<file path="config.mk">
export PLATFORM = sky130hd
export DESIGN_NAME = puzzle_move_ctrl
export DESIGN_NICKNAME = d
export VERILOG_FILES = /design/src/rtl/puzzle_pkg.sv /design/src/rtl/puzzle_move_calc.sv /design/src/rtl/puzzle_move_ctrl.sv
export SDC_FILE = /design/constraint.sdc
export NUM_CORES = 1
export LEC_CHECK = 0
export BUFFER_PORTS_ARGS = -buffer_cell sky130_fd_sc_hd__buf_2
export CAP_MARGIN = 20
export CORE_ASPECT_RATIO = 1.1
export CORE_MARGIN = 3
export CORE_UTILIZATION = 45
export CTS_CLUSTER_DIAMETER = 80
export DETAILED_ROUTE_END_ITERATION = 8
export PLACE_DENSITY = 0.68
export SLEW_MARGIN = 20
export SYNTH_ARGS = -nofsm -noshare
export SYNTH_HDL_FRONTEND = slang
export SYNTH_SLANG_ARGS = --single-unit
</file>
<file path="constraint.sdc">
create_clock -name clk -period 3.6 [get_ports clk]
set_input_delay 0.72 -clock clk [delete_from_list [all_inputs] [get_ports clk]]
set_output_delay 0.72 -clock clk [all_outputs]
set_load 0.02 [all_outputs]
</file>
<file path="src/rtl/puzzle_pkg.sv">
`default_nettype none
// +----------------------------------------------------------------------+
// | puzzle_pkg                                                           |
// | Shared types and constants for the 2x3 sliding-puzzle move control. |
// | Revision: 1.0                                                        |
// +----------------------------------------------------------------------+
package puzzle_pkg;

   localparam int CELL_W  = 3;
   localparam int NCELL   = 6;
   localparam int BOARD_W = CELL_W * NCELL;

   localparam logic [BOARD_W-1:0] SOLVED_BOARD = 18'b001_010_011_100_101_000;

   localparam int REG_BOARD = 0;
   localparam int REG_CNT   = 1;
   localparam int REG_ORD   = 2;

   typedef enum logic [1:0] {
      DIR_UP    = 2'b00,
      DIR_DOWN  = 2'b01,
      DIR_LEFT  = 2'b10,
      DIR_RIGHT = 2'b11
   } dir_t;

   typedef enum logic [1:0] {
      ERR_OK      = 2'b00,
      ERR_EDGE    = 2'b01,
      ERR_NOBLANK = 2'b10,
      ERR_EMPTY   = 2'b11
   } err_t;

endpackage
`default_nettype wire

</file>
<file path="src/rtl/puzzle_move_calc.sv">
`default_nettype none
// +----------------------------------------------------------------------+
// | puzzle_move_calc                                                     |
// | Locates the blank, checks move legality and builds the swapped board.|
// | Revision: 1.0                                                        |
// +----------------------------------------------------------------------+
module puzzle_move_calc
   import puzzle_pkg::*;
(
   input  logic [BOARD_W-1:0] board,
   input  dir_t               dir,
   output logic [2:0]         blank,
   output logic               legal,
   output logic               no_blank,
   output logic [BOARD_W-1:0] new_board
);

   logic [CELL_W-1:0] w_cell [NCELL];
   logic [CELL_W-1:0] w_tile;
   logic [2:0]        w_tgt;

   always_comb begin
      no_blank = 1'b1;
      blank    = 3'd0;
      // Scan downward so the lowest-index blank wins.
      for (int i = NCELL-1; i >= 0; i--) begin
         w_cell[i] = board[BOARD_W-1-CELL_W*i -: CELL_W];
         if (w_cell[i] == '0) begin
            no_blank = 1'b0;
            blank    = 3'(i);
         end
      end

      legal = 1'b0;
      w_tgt = blank;
      if (!no_blank) begin
         case (dir)
            DIR_UP:    if (blank >= 3'd3)          begin legal = 1'b1; w_tgt = blank - 3'd3; end
            DIR_DOWN:  if (blank <= 3'd2)          begin legal = 1'b1; w_tgt = blank + 3'd3; end
            DIR_LEFT:  if ((blank % 3'd3) != 3'd0) begin legal = 1'b1; w_tgt = blank - 3'd1; end
            DIR_RIGHT: if ((blank % 3'd3) != 3'd2) begin legal = 1'b1; w_tgt = blank + 3'd1; end
            default:   legal = 1'b0;
         endcase
      end

      w_tile = '0;
      for (int i = 0; i < NCELL; i++) begin
         if (3'(i) == w_tgt) w_tile = w_cell[i];
      end

      new_board = board;
      if (legal) begin
         for (int i = 0; i < NCELL; i++) begin
            if (3'(i) == blank)
               new_board[BOARD_W-1-CELL_W*i -: CELL_W] = w_tile;
            else if (3'(i) == w_tgt)
               new_board[BOARD_W-1-CELL_W*i -: CELL_W] = '0;
         end
      end
   end

endmodule
`default_nettype wire

</file>
<file path="src/rtl/puzzle_move_ctrl.sv">
`default_nettype none
// +----------------------------------------------------------------------+
// | puzzle_move_ctrl                                                     |
// | Move sequencer: read board/count/history, check, write back.         |
// | Optional undo support enabled by defining MOVE_UNDO_EN.              |
// | Revision: 1.0                                                        |
// +----------------------------------------------------------------------+
module puzzle_move_ctrl #(
   parameter int DATA_W    = 40,
   parameter int ADDR_W    = 4,
   parameter int REG_BOARD = puzzle_pkg::REG_BOARD,
   parameter int REG_CNT   = puzzle_pkg::REG_CNT,
   parameter int REG_ORD   = puzzle_pkg::REG_ORD
) (
   input  logic              clk,
   input  logic              rst_n,
   input  logic              mv_valid,
   output logic              mv_ready,
   input  logic [1:0]        mv_dir,
   input  logic              mv_undo,
   output logic              done,
   output logic [1:0]        err,
   output logic              solved,
   output logic [ADDR_W-1:0] rf_src0,
   output logic [ADDR_W-1:0] rf_src1,
   input  logic [DATA_W-1:0] rf_data0,
   input  logic [DATA_W-1:0] rf_data1,
   output logic              rf_we,
   output logic [ADDR_W-1:0] rf_dst,
   output logic [DATA_W-1:0] rf_data
);
   import puzzle_pkg::*;

   typedef enum logic [2:0] {
      S_IDLE = 3'd0,
      S_RD0  = 3'd1,
      S_RD1  = 3'd2,
      S_CALC = 3'd3,
      S_WB   = 3'd4,
      S_WC   = 3'd5,
      S_WO   = 3'd6,
      S_RESP = 3'd7
   } state_t;

   state_t             r_state;
   dir_t               r_dir;
   err_t               r_err;
   logic [BOARD_W-1:0] r_board;
   logic [BOARD_W-1:0] r_new_board;
   logic [DATA_W-1:0]  r_cnt;
   logic [DATA_W-1:0]  r_ord;

   logic               w_is_undo;
   logic               w_undo_empty;
   dir_t               w_dir;
   logic [2:0]         w_blank;
   logic               w_legal;
   logic               w_no_blank;
   logic [BOARD_W-1:0] w_new_board;
   logic [DATA_W-1:0]  w_cnt_next;
   logic [DATA_W-1:0]  w_ord_next;

`ifdef MOVE_UNDO_EN
   logic r_undo;
   assign w_is_undo = r_undo;
`else
   assign w_is_undo = 1'b0;
`endif

   // Undo replays the inverse of the most recent move.
   assign w_dir        = w_is_undo ? dir_t'(r_ord[1:0] ^ 2'b01) : r_dir;
   assign w_undo_empty = w_is_undo && (r_cnt == '0);
   assign w_cnt_next   = w_is_undo ? r_cnt - 1'b1
                                   : ((&r_cnt) ? r_cnt : r_cnt + 1'b1);
   assign w_ord_next   = w_is_undo ? (r_ord >> 2) : {r_ord[DATA_W-3:0], w_dir};

   puzzle_move_calc u_calc (
      .board     (r_board),
      .dir       (w_dir),
      .blank     (w_blank),
      .legal     (w_legal),
      .no_blank  (w_no_blank),
      .new_board (w_new_board)
   );

   always_ff @(posedge clk) begin
      if (!rst_n) begin
         r_state     <= S_IDLE;
         r_dir       <= DIR_UP;
         r_err       <= ERR_OK;
         r_board     <= '0;
         r_new_board <= '0;
         r_cnt       <= '0;
         r_ord       <= '0;
`ifdef MOVE_UNDO_EN
         r_undo      <= 1'b0;
`endif
         mv_ready    <= 1'b1;
         done        <= 1'b0;
         err         <= 2'b00;
         solved      <= 1'b1;
         rf_src0     <= '0;
         rf_src1     <= '0;
         rf_we       <= 1'b0;
         rf_dst      <= '0;
         rf_data     <= '0;
      end else begin
         case (r_state)
            S_IDLE: begin
               done <= 1'b0;
               if (mv_valid && mv_ready) begin
                  r_dir    <= dir_t'(mv_dir);
`ifdef MOVE_UNDO_EN
                  r_undo   <= mv_undo;
`endif
                  mv_ready <= 1'b0;
                  rf_src0  <= ADDR_W'(REG_BOARD);
                  rf_src1  <= ADDR_W'(REG_CNT);
                  r_state  <= S_RD0;
               end
            end
            S_RD0: begin
               r_board <= rf_data0[BOARD_W-1:0];
               r_cnt   <= rf_data1;
               rf_src0 <= ADDR_W'(REG_ORD);
               r_state <= S_RD1;
            end
            S_RD1: begin
               r_ord   <= rf_data0;
               r_state <= S_CALC;
            end
            S_CALC: begin
               r_new_board <= w_new_board;
               if (w_undo_empty) begin
                  r_err   <= ERR_EMPTY;
                  r_state <= S_RESP;
               end else if (w_no_blank) begin
                  r_err   <= ERR_NOBLANK;
                  r_state <= S_RESP;
               end else if (!w_legal) begin
                  r_err   <= ERR_EDGE;
                  r_state <= S_RESP;
               end else begin
                  r_err   <= ERR_OK;
                  rf_we   <= 1'b1;
                  rf_dst  <= ADDR_W'(REG_BOARD);
                  rf_data <= {{(DATA_W-BOARD_W){1'b0}}, w_new_board};
                  r_state <= S_WB;
               end
            end
            S_WB: begin
               rf_dst  <= ADDR_W'(REG_CNT);
               rf_data <= w_cnt_next;
               r_state <= S_WC;
            end
            S_WC: begin
               rf_dst  <= ADDR_W'(REG_ORD);
               rf_data <= w_ord_next;
               r_state <= S_WO;
            end
            S_WO: begin
               rf_we   <= 1'b0;
               r_state <= S_RESP;
            end
            S_RESP: begin
               done     <= 1'b1;
               err      <= r_err;
               mv_ready <= 1'b1;
               if (r_err == ERR_OK) solved <= (r_new_board == SOLVED_BOARD);
               r_state  <= S_IDLE;
            end
            default: r_state <= S_IDLE;
         endcase
      end
   end

endmodule
`default_nettype wire

</file>
After elaboration in Yosys (flattened, before gate mapping):

Cells that the tools add are included.

* add/sub/neg operators: 5
* div/mod/pow operators: 1
* order comparisons: 2
* eq/ne operators: 25
* muxes and demuxes: 64
* reduce and logical (&&, ||, !) cells: 24

Operators with widths (number)
* 2-to-1 mux 40 bit: 3
* case mux 40 bit (3 select lines): 1
* 2-to-1 mux 3 bit: 30
* adder 40 x 1 -> 40 bit (second input constant): 1
* AND reduction 40 bit: 1
* zero test 3 bit: 9
* case mux 3 bit (8 select lines): 1
* == test 18 x 16 -> 1 bit (second input constant): 1
* 2-to-1 mux 18 bit: 1
* 2-to-1 mux 1 bit: 15
* == test 2 x 3 -> 1 bit (first input constant): 4
* == test 3 bit (first input constant): 4
* == test 3 bit (second input constant): 4
* 2-to-1 mux 4 bit: 3
* case mux 3 bit (4 select lines): 1
* case mux 4 bit (3 select lines): 1
* case mux 4 bit (2 select lines): 1
* AND reduction 2 bit: 4
* == test 1 x 3 -> 1 bit (first input constant): 2
* == test 3 x 2 -> 1 bit (second input constant): 2
* 2-to-1 mux 2 bit: 3
* inequality test 2 bit (second input constant): 3
* case mux 1 bit (2 select lines): 3
* AND reduction 3 bit: 2
* 16 further kinds: 21

* register bits: 176
* input bits: 86
* output and inout port bits: 58
* logic and storage cells: 137

Longest topological paths before layout:

Gate-level depths: netlist (run 1).

* depth after elaboration: 24
* mapped depth: 17
* mapped depth without buffers: 16

Modules after synthesis:

A second synthesis (run 1) with hierarchy kept.

* cells, all modules: 1184
* area, all modules: 9090.0 µm²

By module, submodules not included
* puzzle_move_ctrl: times used 1, cells each 975, area each 7698.6 µm², seq. area each 3423.3 µm²
* puzzle_move_calc: times used 1, cells each 209, area each 1391.3 µm², seq. area each 0.0 µm²

Least setup slack after synthesis (run 1):

OpenSTA, ideal clock, no wires.

* path type: register to register
* from: register r_board[15]
* to: register rf_data[2]
* setup time: 136 ps
* arrival time: 3639 ps
* required time: 3464 ps
* path slack: -175 ps
* stages on the path, launching flop included: 16
* buffers on the path: 2
* period minus slack after synthesis: 3775 ps
* cell sequence: dfxtp_1 > or3_1 > o211ai_1 > buf_2 > inv_1 > ha_1 > ha_1 > clkbuf_1 > a21oi_2 > nor4_2 > a22o_1 > or4_1 > o221ai_2 > o21ai_0 > a221oi_1 > o22ai_1

* longest elaborated chain between the ends: 19
* elaborated cells on any way between the ends: 46
* classes of those cells: add/sub (4); div (1); order compare (2); eq/ne (9); mux (26); reduce/logical (4)

RTL lines
* start, declared: RTL line puzzle_move_ctrl.sv:48 `logic [BOARD_W-1:0] r_board;`
* start signal, assigned: RTL line puzzle_move_ctrl.sv:123 `r_board <= rf_data0[BOARD_W-1:0];`
* zero test 3 bit (*): RTL line puzzle_move_calc.sv:28 `if (w_cell[i] == '0) begin`
* 2-to-1 mux 3 bit: RTL line puzzle_move_calc.sv:28
* remainder unit 3 x 2 -> 3 bit: RTL line puzzle_move_calc.sv:40, puzzle_move_calc.sv:41
* inequality test 3 x 2 -> 1 bit / nonzero test 3 bit (equally long branches): RTL line puzzle_move_calc.sv:41, puzzle_move_calc.sv:40
* 2-to-1 mux 3 bit (on tied branches): RTL line puzzle_move_calc.sv:41, puzzle_move_calc.sv:40
* case mux 3 bit (4 select lines): RTL line puzzle_move_calc.sv:37 `case (dir)`
* 2-to-1 mux 3 bit: RTL line puzzle_move_calc.sv:36 `if (!no_blank) begin`
* zero test 3 bit: RTL line puzzle_move_calc.sv:48 `if (3'(i) == w_tgt) w_tile = w_cell[i];`
* 2-to-1 mux 3 bit (6 in a row): RTL line puzzle_move_calc.sv:48
* 2-to-1 mux 3 bit: RTL line puzzle_move_calc.sv:54 `if (3'(i) == blank)`
* 2-to-1 mux 18 bit: RTL line puzzle_move_calc.sv:52 `if (legal) begin`
* 2-to-1 mux 40 bit: RTL line puzzle_move_ctrl.sv:140 `end else if (!w_legal) begin`
* 2-to-1 mux 40 bit: RTL line puzzle_move_ctrl.sv:137 `end else if (w_no_blank) begin`
* case mux 40 bit (3 select lines): RTL line puzzle_move_ctrl.sv:108 `case (r_state)`
* end signal, assigned: RTL line puzzle_move_ctrl.sv:147 `rf_data <= {{(DATA_W-BOARD_W){1'b0}}, w_new_board};`
* end signal, assigned: RTL line puzzle_move_ctrl.sv:153 `rf_data <= w_cnt_next;`
* end signal, assigned: RTL line puzzle_move_ctrl.sv:158 `rf_data <= w_ord_next;`
* end, declared: RTL line puzzle_move_ctrl.sv:30 `output logic [DATA_W-1:0] rf_data`

Mark *: on every way between the ends. The rest lies on a longest branch, timed or not. The select of a mux whose other input is x is not followed.
A chain may end at the register's enable or synchronous reset.

Worst setup path after layout (run 1):

* from: register r_board[13]
* to: register r_new_board[14]

* longest elaborated chain between the ends: 17
* elaborated cells on any way between the ends: 42
* classes of those cells: add/sub (4); div (1); order compare (2); eq/ne (7); mux (25); reduce/logical (3)

RTL lines
* zero test 3 bit (*): RTL line puzzle_move_calc.sv:28
* 2-to-1 mux 3 bit (2 in a row): RTL line puzzle_move_calc.sv:28
* remainder unit 3 x 2 -> 3 bit: RTL line puzzle_move_calc.sv:40, puzzle_move_calc.sv:41
* inequality test 3 x 2 -> 1 bit / nonzero test 3 bit (equally long branches): RTL line puzzle_move_calc.sv:41, puzzle_move_calc.sv:40
* 2-to-1 mux 3 bit (on tied branches): RTL line puzzle_move_calc.sv:41, puzzle_move_calc.sv:40
* case mux 3 bit (4 select lines): RTL line puzzle_move_calc.sv:37
* 2-to-1 mux 3 bit: RTL line puzzle_move_calc.sv:36
* zero test 3 bit: RTL line puzzle_move_calc.sv:48
* 2-to-1 mux 3 bit (6 in a row): RTL line puzzle_move_calc.sv:48
* 2-to-1 mux 3 bit: RTL line puzzle_move_calc.sv:54
* 2-to-1 mux 18 bit (*): RTL line puzzle_move_calc.sv:52
* end signal, assigned: RTL line puzzle_move_ctrl.sv:133 `r_new_board <= w_new_board;`
* end, declared: RTL line puzzle_move_ctrl.sv:49 `logic [BOARD_W-1:0] r_new_board;`

Mark *: on every way between the ends. The rest lies on a longest branch, timed or not.

==> results of run 1 <==
-- state kept, by name, indices dropped and copies added (netlist names) --
name and count:
done 1, err 2, mv_ready 1, r_board 18
r_cnt 40, r_dir 2, r_err 2, r_new_board 18
r_ord 38, r_state 3, rf_data 40, rf_dst 2
rf_src0 1, rf_src1 1, rf_we 1, solved 1
-- path summary, 6_finish.rpt --
kind	from	end	slack, ns	cells after the start
worst max-delay path	r_board[13]	r_new_board[14]	-0.11	15
worst min-delay path	r_ord[15]	r_ord[15]	0.45	2
worst max register to register	r_board[13]	r_new_board[14]	-0.11	15
worst min register to register	r_ord[15]	r_ord[15]	0.45	2
-- critical path: stages (launching register included) --
cell and delay, ns:
dfxtp_1 0.32, or3_4 0.43, o211ai_1 0.19, inv_1 0.14
ha_4 0.19, ha_4 0.29, nor2b_4 0.05, o21ai_4 0.10
o21ai_4 0.13, a22o_1 0.29, or4_4 0.51, o221ai_4 0.26
o211ai_4 0.19, a221oi_2 0.31, buf_4 0.17, nor2_2 0.03
-- cells in the mapped netlist (all sizes together), types with 4 or more instances --
master   number
o31ai        10
nand3        31
a22o         12
nand2b        8
ha           11
inv          15
o211ai       10
mux2i         7
or3          12
o21ai        63
nor3         18
and2          8
nor2b         6
o2111ai       4
buf          18
and3         15
a211oi        5
nand2       275
a31oi        18
and4          6
a221oi       10
nand4        11
nor4          6
or2           4
clkbuf       63
a22oi        21
a21oi       150
nor2         67
xor2         23
a41oi         4
o22ai         9
o221ai        7
dfxtp       171
xnor2        17
-- final cells by class --
cell class	instances	area [sq um]	share of cell area, %
multi-input cells	899	5670	47.7
flip-flops and latches	171	3420	28.8
repair buffers	272	1800	15.1
clock buffers	18	439	3.70
well taps	247	309	2.60
clock inverters	14	169	1.42
inverters	17	71.3	0.600
-- per-layer routing --
layer	vias to the layer above	wire, microns
li1	4553	-
met3	76	2040
met5	-	0
met2	361	14600
met1	4445	13100
met4	0	1140
-- kinds of logic after synthesis --
kind of cell | share of synthesized area [%]
flops | 38.6
mux | 0.916
simple gates | 23.9
compound gates | 26.5
xor+xnor | 3.95
buf+inv | 4.62
other cells | 0.0422
fa+ha+maj | 1.55
-- timing repair --
action	CTS	global route
setup buffers	11	9
pin swaps	20	41
gates resized for setup	42	69
cloned	0	1
endpoints found under the setup margin	48	49
endpoints found under the hold margin	0	0
-- stage by stage --
step	instance area [sq um]	hold slack (ns)	setup slack (ns)	util (%)
final	11900	0.450	-0.108	61.8
after global routing	11900	0.463	-0.247	61.8
after CTS	11400	0.451	-0.0441	59.3
after detailed placement	10500	0.441	-0.355	54.6
after global placement	10500	0.438	-0.229	54.6
after floorplan	8920	0.431	-0.0137	-
-- power groups by stage --
stage / combinational, W / clock [W] / sequential [W]
after global placement: 0.00119 / 0 / 0.00214
after CTS: 0.00132 / 0.00192 / 0.00210
after floorplan: 0.000695 / 0 / 0.00213
after detailed placement: 0.00120 / 0 / 0.00215
after global routing: 0.00160 / 0.00201 / 0.00212
final: 0.00149 / 0.00191 / 0.00211
==> flow_summary.toml, run 1 <==
[global_route]
grt_max_degree = 89
grt_pass1_wl_microns = 47100
grt_pass1_vias = 8568
use_met2_pct = 44.9
met1_usage_pct = 36.1
grt-busiest-layer = "met2"
use_met3_pct = 6.13
grt_usage_pct = 27.7
grt_antenna_before_repair = 1
grt-ovfl-total = 0

[cells_and_area]
final_cell_mix = "271 x nand2_1, 170 x dfxtp_1, 147 x a21oi_1, 133 x buf_2, 125 x buf_4"
final_common_cell = "nand2_1"
area_growth_pct = 33.8
final_cell_count_no_fill = 1638
drive_above_1_share_pct = 29.5
fill_cells = 1778
nets = 1475
antenna_cells = 0

[synthesis]
ys.flop_type = "dfxtp_1"
syn_inst = 1160
yosys_register_bits = 171
synth_area_sq_um = 8880
synth.avg_cell_area_sq_um = 7.65
synth_edf_count = 0
ys_types = 85
ys_warn_count = 0
synth_area_leaders = "dfxtp_1 39%, nand2_1 12%, a21oi_1 8.3%"
synthArstFlopShare_pct = 0
yosysSeqAreaShare_pct = 38.6
synth_largest_area_cell = "dfxtp_1"
netlist.area_leader.share_pct = 38.6

[status]
status = "complete, but fails checks"
violations = "negative setup slack"

[routing]
vias_per_cell = 5.76
vias = 9435
detail-route-antenna-nets = 0
wl_per_cell_microns = 18.8
drtPass1Iterations = 6
post-route-drc-count = 0
drt-initial-drc-count = 731
routed_wl_microns = 30800

[floorplanning]
dieHeight_microns = 153
die_w_microns = 140
start_util_pct = 46.2
design.die.area_sq_um = 21400
num_rows = 53
ios = 144
core_area_sq_um = 19200

[power_and_ir_drop]
p_clk_share_pct = 34.7
leakage_nw = 4.59
sw_frac_of_total_pct = 33.6
intPower_w = 0.00366
ir_drop_uv = 395
power.density_nw_per_um2 = 464
seqPwrFrac_pct = 38.2
p_sw_w = 0.00185
finalPower_w = 0.00551
pwr-share-comb_pct = 27.1

[cts]
clk_latency_ns = 0.45
htreeDepth = 4
root_buffer = "clkbuf_16"
clk_path_buf_depth = 2
cts.sinks = 171
tritoncts = "built"
cts_made_buffers = 17
hold_buffers = 0
cts.clk_slew.worst_paths_ns = 0.07

[job]
max_cap_violations = 0

[setup_path]
worstSetupPathType = "reg2reg"
cp_max_fo = 8
critPathRequiredTime_ns = 3.94
cp-start-kind = "flip-flop"
end_kind = "flip-flop"
cp.arrival_ns = 4.04

[sta]
final-max-slew-violation-count = 0
setup_viol = 31
max_slew_margin_pct = 44.8
post-route-period-util_pct = 103
worst_pin_slew_ns = 0.827
fmaxAchievable_ghz = 0.270
rsz0062_at_grt = "yes"
final_hold_viol_count = 0
period_minus_slack_ns = 3.71
setup_tns_ns = -1.42
fin_worst_skew_ns = 0.0128
worst_slack_ns = -0.108

[placed_design]
hpwl_microns = 22300
dp.cells = 1585
globalplace.congestion = 0.983
port_buffers = 132

[min_path]
hold_class = "reg2reg"
No activity file was read; power rests on OpenSTA's default activity.
==> run 2: changes to the inputs <==
ABC_AREA = 1   (was not set)
CTS_BUF_LIST = sky130_fd_sc_hd__clkbuf_8   (was not set)
==> flow_summary.toml, run 2 <==
[setup_path]
r2r_end = "rf_data[15]"
critPathMostFrequentCell = "nand2_1"
cp.arrival_ns = 3.71
crit_path_end = "rf_data[15]"
slowest_stage = "dfxtp_1"
crit_family = "simple AND/OR/NAND/NOR gates"
regToRegSetupSlack_ns = 0.25
worstSetupPathType = "reg2reg"
worstPathCellList = "ha_1, inv_1, nor2_1, nand2_1, nor3_1, nand3_1, nor2_2, nand2_4, nand2_1, nor2_1, nand2_1, nor2_1, nand2_1, nor2_1, nand2_1, nor2_2, nand2_1, o21ai_2, o21ai_0, nor2_1, a21oi_1"
reg2regPathDepth = 21
worstSetupStartpoint = "r_cnt[0]"
critPathRequiredTime_ns = 3.96
cp-start-kind = "flip-flop"
end_kind = "flip-flop"
slowest_delay_ns = 0.34
cp_max_fo = 9
crit_buf_inv = 1
r2r_start = "r_cnt[0]"
critical_path_cell_count = 21

[power_and_ir_drop]
ir_drop_uv = 745
leakage_nw = 4.44
power.density_nw_per_um2 = 772

[synthesis]
synth_compound_area_share_pct = 23.5
ys_types = 47
yosys.cell_count.top_type = "nand2_1"
ys_warn_count = 0
synthXorXnorAreaFrac_pct = 1.06
netlist.area_leader.share_pct = 37.8
synthArstFlopShare_pct = 0
synth_largest_area_cell = "dfxtp_1"
synth.avg_cell_area_sq_um = 6.76
yosys_register_bits = 171
synth_edf_count = 0
ys.flop_type = "dfxtp_1"
synth_area_leaders = "dfxtp_1 38%, a21oi_1 10%, nand2_1 9.0%"
synth_top_family_by_area = "simple AND/OR/NAND/NOR gates"
synthMuxAreaShare_pct = 0
yosys.area_share.simple_pct = 25.0
syn_inst = 1339
synth_common_cells = "218 x nand2_1, 187 x a21oi_1, 171 x dfxtp_1"
yosysSeqAreaShare_pct = 37.8
synth_area_sq_um = 9060
synthAdderAreaFrac_pct = 1.52

[global_route]
grt_usage_pct = 25.3
grt-ovfl-total = 0
grt_max_degree = 86
grt_pass1_vias = 8405
grt_pass1_wl_microns = 44400
grt_antenna_before_repair = 0

[routing]
wl_per_cell_microns = 16.5
drt-initial-drc-count = 651
vias = 9296
detail-route-antenna-nets = 0
post-route-drc-count = 0
vias_per_cell = 5.43
routed_wl_microns = 28300
drtPass1Iterations = 5

[cts]
cts.sinks = 171
clk_path_buf_depth = 2
cts_made_buffers = 17
post_cts_buffers = 0
root_buffer = "clkbuf_8"
clk_latency_ns = 0.47
cts.clk_slew.worst_paths_ns = 0.10
hold_buffers = 0
htreeDepth = 4
tritoncts = "built"

[sta]
max_slew_margin_pct = 45.4
setup_tns_ns = 0
final-max-slew-violation-count = 0
fin_worst_skew_ns = 0.0158
post-route-period-util_pct = 93.1
setup_viol = 0
worst_pin_slew_ns = 0.819
period_minus_slack_ns = 3.35
final_hold_viol_count = 0
fmaxAchievable_ghz = 0.298

[cells_and_area]
fill_cells = 1966
area_growth_pct = 15.5
largestRegisters = "r_cnt: 40 flops, rf_data: 40 flops, r_ord: 38 flops"
final_common_cell = "nand2_1"
antenna_cells = 0
nets = 1548
final_core_util_pct = 53.9
drive_above_1_share_pct = 18.9
final_cell_mix = "214 x nand2_1, 187 x a21oi_1, 167 x dfxtp_1, 164 x inv_1, 154 x o21ai_0"

[status]
status = "completed"

[floorplanning]
design.die.area_sq_um = 21900
num_rows = 53
die_w_microns = 141
core_area_sq_um = 19400
dieHeight_microns = 155
ios = 144
start_util_pct = 46.6

[placed_design]
globalplace.congestion = 0.995
port_buffers = 132
hpwl_microns = 21600

[job]
max_cap_violations = 0

[min_path]
hold_class = "reg2reg"
## run 2: area by class of cell
class | count | area, sq um | area share (%)
clock buffers | 17 | 234 | 2.24
clock inverters | 15 | 150 | 1.43
inverters | 182 | 683 | 6.53
multi-input cells | 923 | 4820 | 46.0
flip-flops and latches | 171 | 3430 | 32.8
well taps | 247 | 309 | 2.95
repair buffers | 156 | 841 | 8.04
## run 2: where the power goes
group / leakage (nW) / switching [W] / internal, W
clock: 0.188 / 0.000797 / 0.000571
combinational: 2.85 / 0.00274 / 0.00119
sequential: 1.40 / 0.000374 / 0.00241
total: 4.44 / 0.00391 / 0.00417
## run 2: how the worst min path moves through the flow
stage	from	end	cells after the start
after floorplan	r_ord[37]	r_ord[37]	2
after global placement	r_ord[16]	r_ord[16]	2
after detailed placement	r_ord[11]	r_ord[11]	2
after CTS	r_ord[18]	r_ord[18]	2
after global routing	r_ord[0]	r_ord[0]	2
final	r_ord[18]	r_ord[18]	2
## run 2: worst register-to-register path, stage by stage, from the launching register on
cell and delay [ns]:
dfxtp_1 0.34, ha_1 0.28, inv_1 0.12, nor2_1 0.06
nand2_1 0.15, nor3_1 0.07, nand3_1 0.14, nor2_2 0.09
nand2_4 0.14, nand2_1 0.07, nor2_1 0.18, nand2_1 0.10
nor2_1 0.16, nand2_1 0.09, nor2_1 0.17, nand2_1 0.12
nor2_2 0.17, nand2_1 0.14, o21ai_2 0.24, o21ai_0 0.12
nor2_1 0.21, a21oi_1 0.10
## run 2: per-stage QoR
stage | std cells | power (W) | hold slack [ns] | instance area (sq um) | worst slack (ns)
after floorplan | 1346 | 0.00546 | 0.424 | 9080 | 0.571
after global placement | 1678 | 0.00642 | 0.433 | 9920 | 0.137
after detailed placement | 1678 | 0.00647 | 0.439 | 9920 | 0.0586
after CTS | 1710 | 0.00783 | 0.454 | 10300 | 0.0297
after global routing | 1711 | 0.00869 | 0.474 | 10500 | -0.0122
final | 1711 | 0.00808 | 0.453 | 10500 | 0.249
## run 2: cell families after synthesis
family,Yosys count
simple gates,489
compound gates,403
xor+xnor,11
fa+ha+maj,11
flops,171
buf+inv,253
other cells,1
## run 2: metal layers
layer | global-route usage [%] | share of wire [%] | vias up
met5 | 0 | 0 | -
met4 | 7.98 | 3.1 | 0
met3 | 3.37 | 3.9 | 59
met2 | 42.7 | 49 | 285
met1 | 33.6 | 44 | 4295
li1 | - | - | 4657
## run 2: repair_timing
action	CTS	global route
endpoints found under the hold margin	0	0
resized for setup	0	33
setup endpoints to repair	0	59
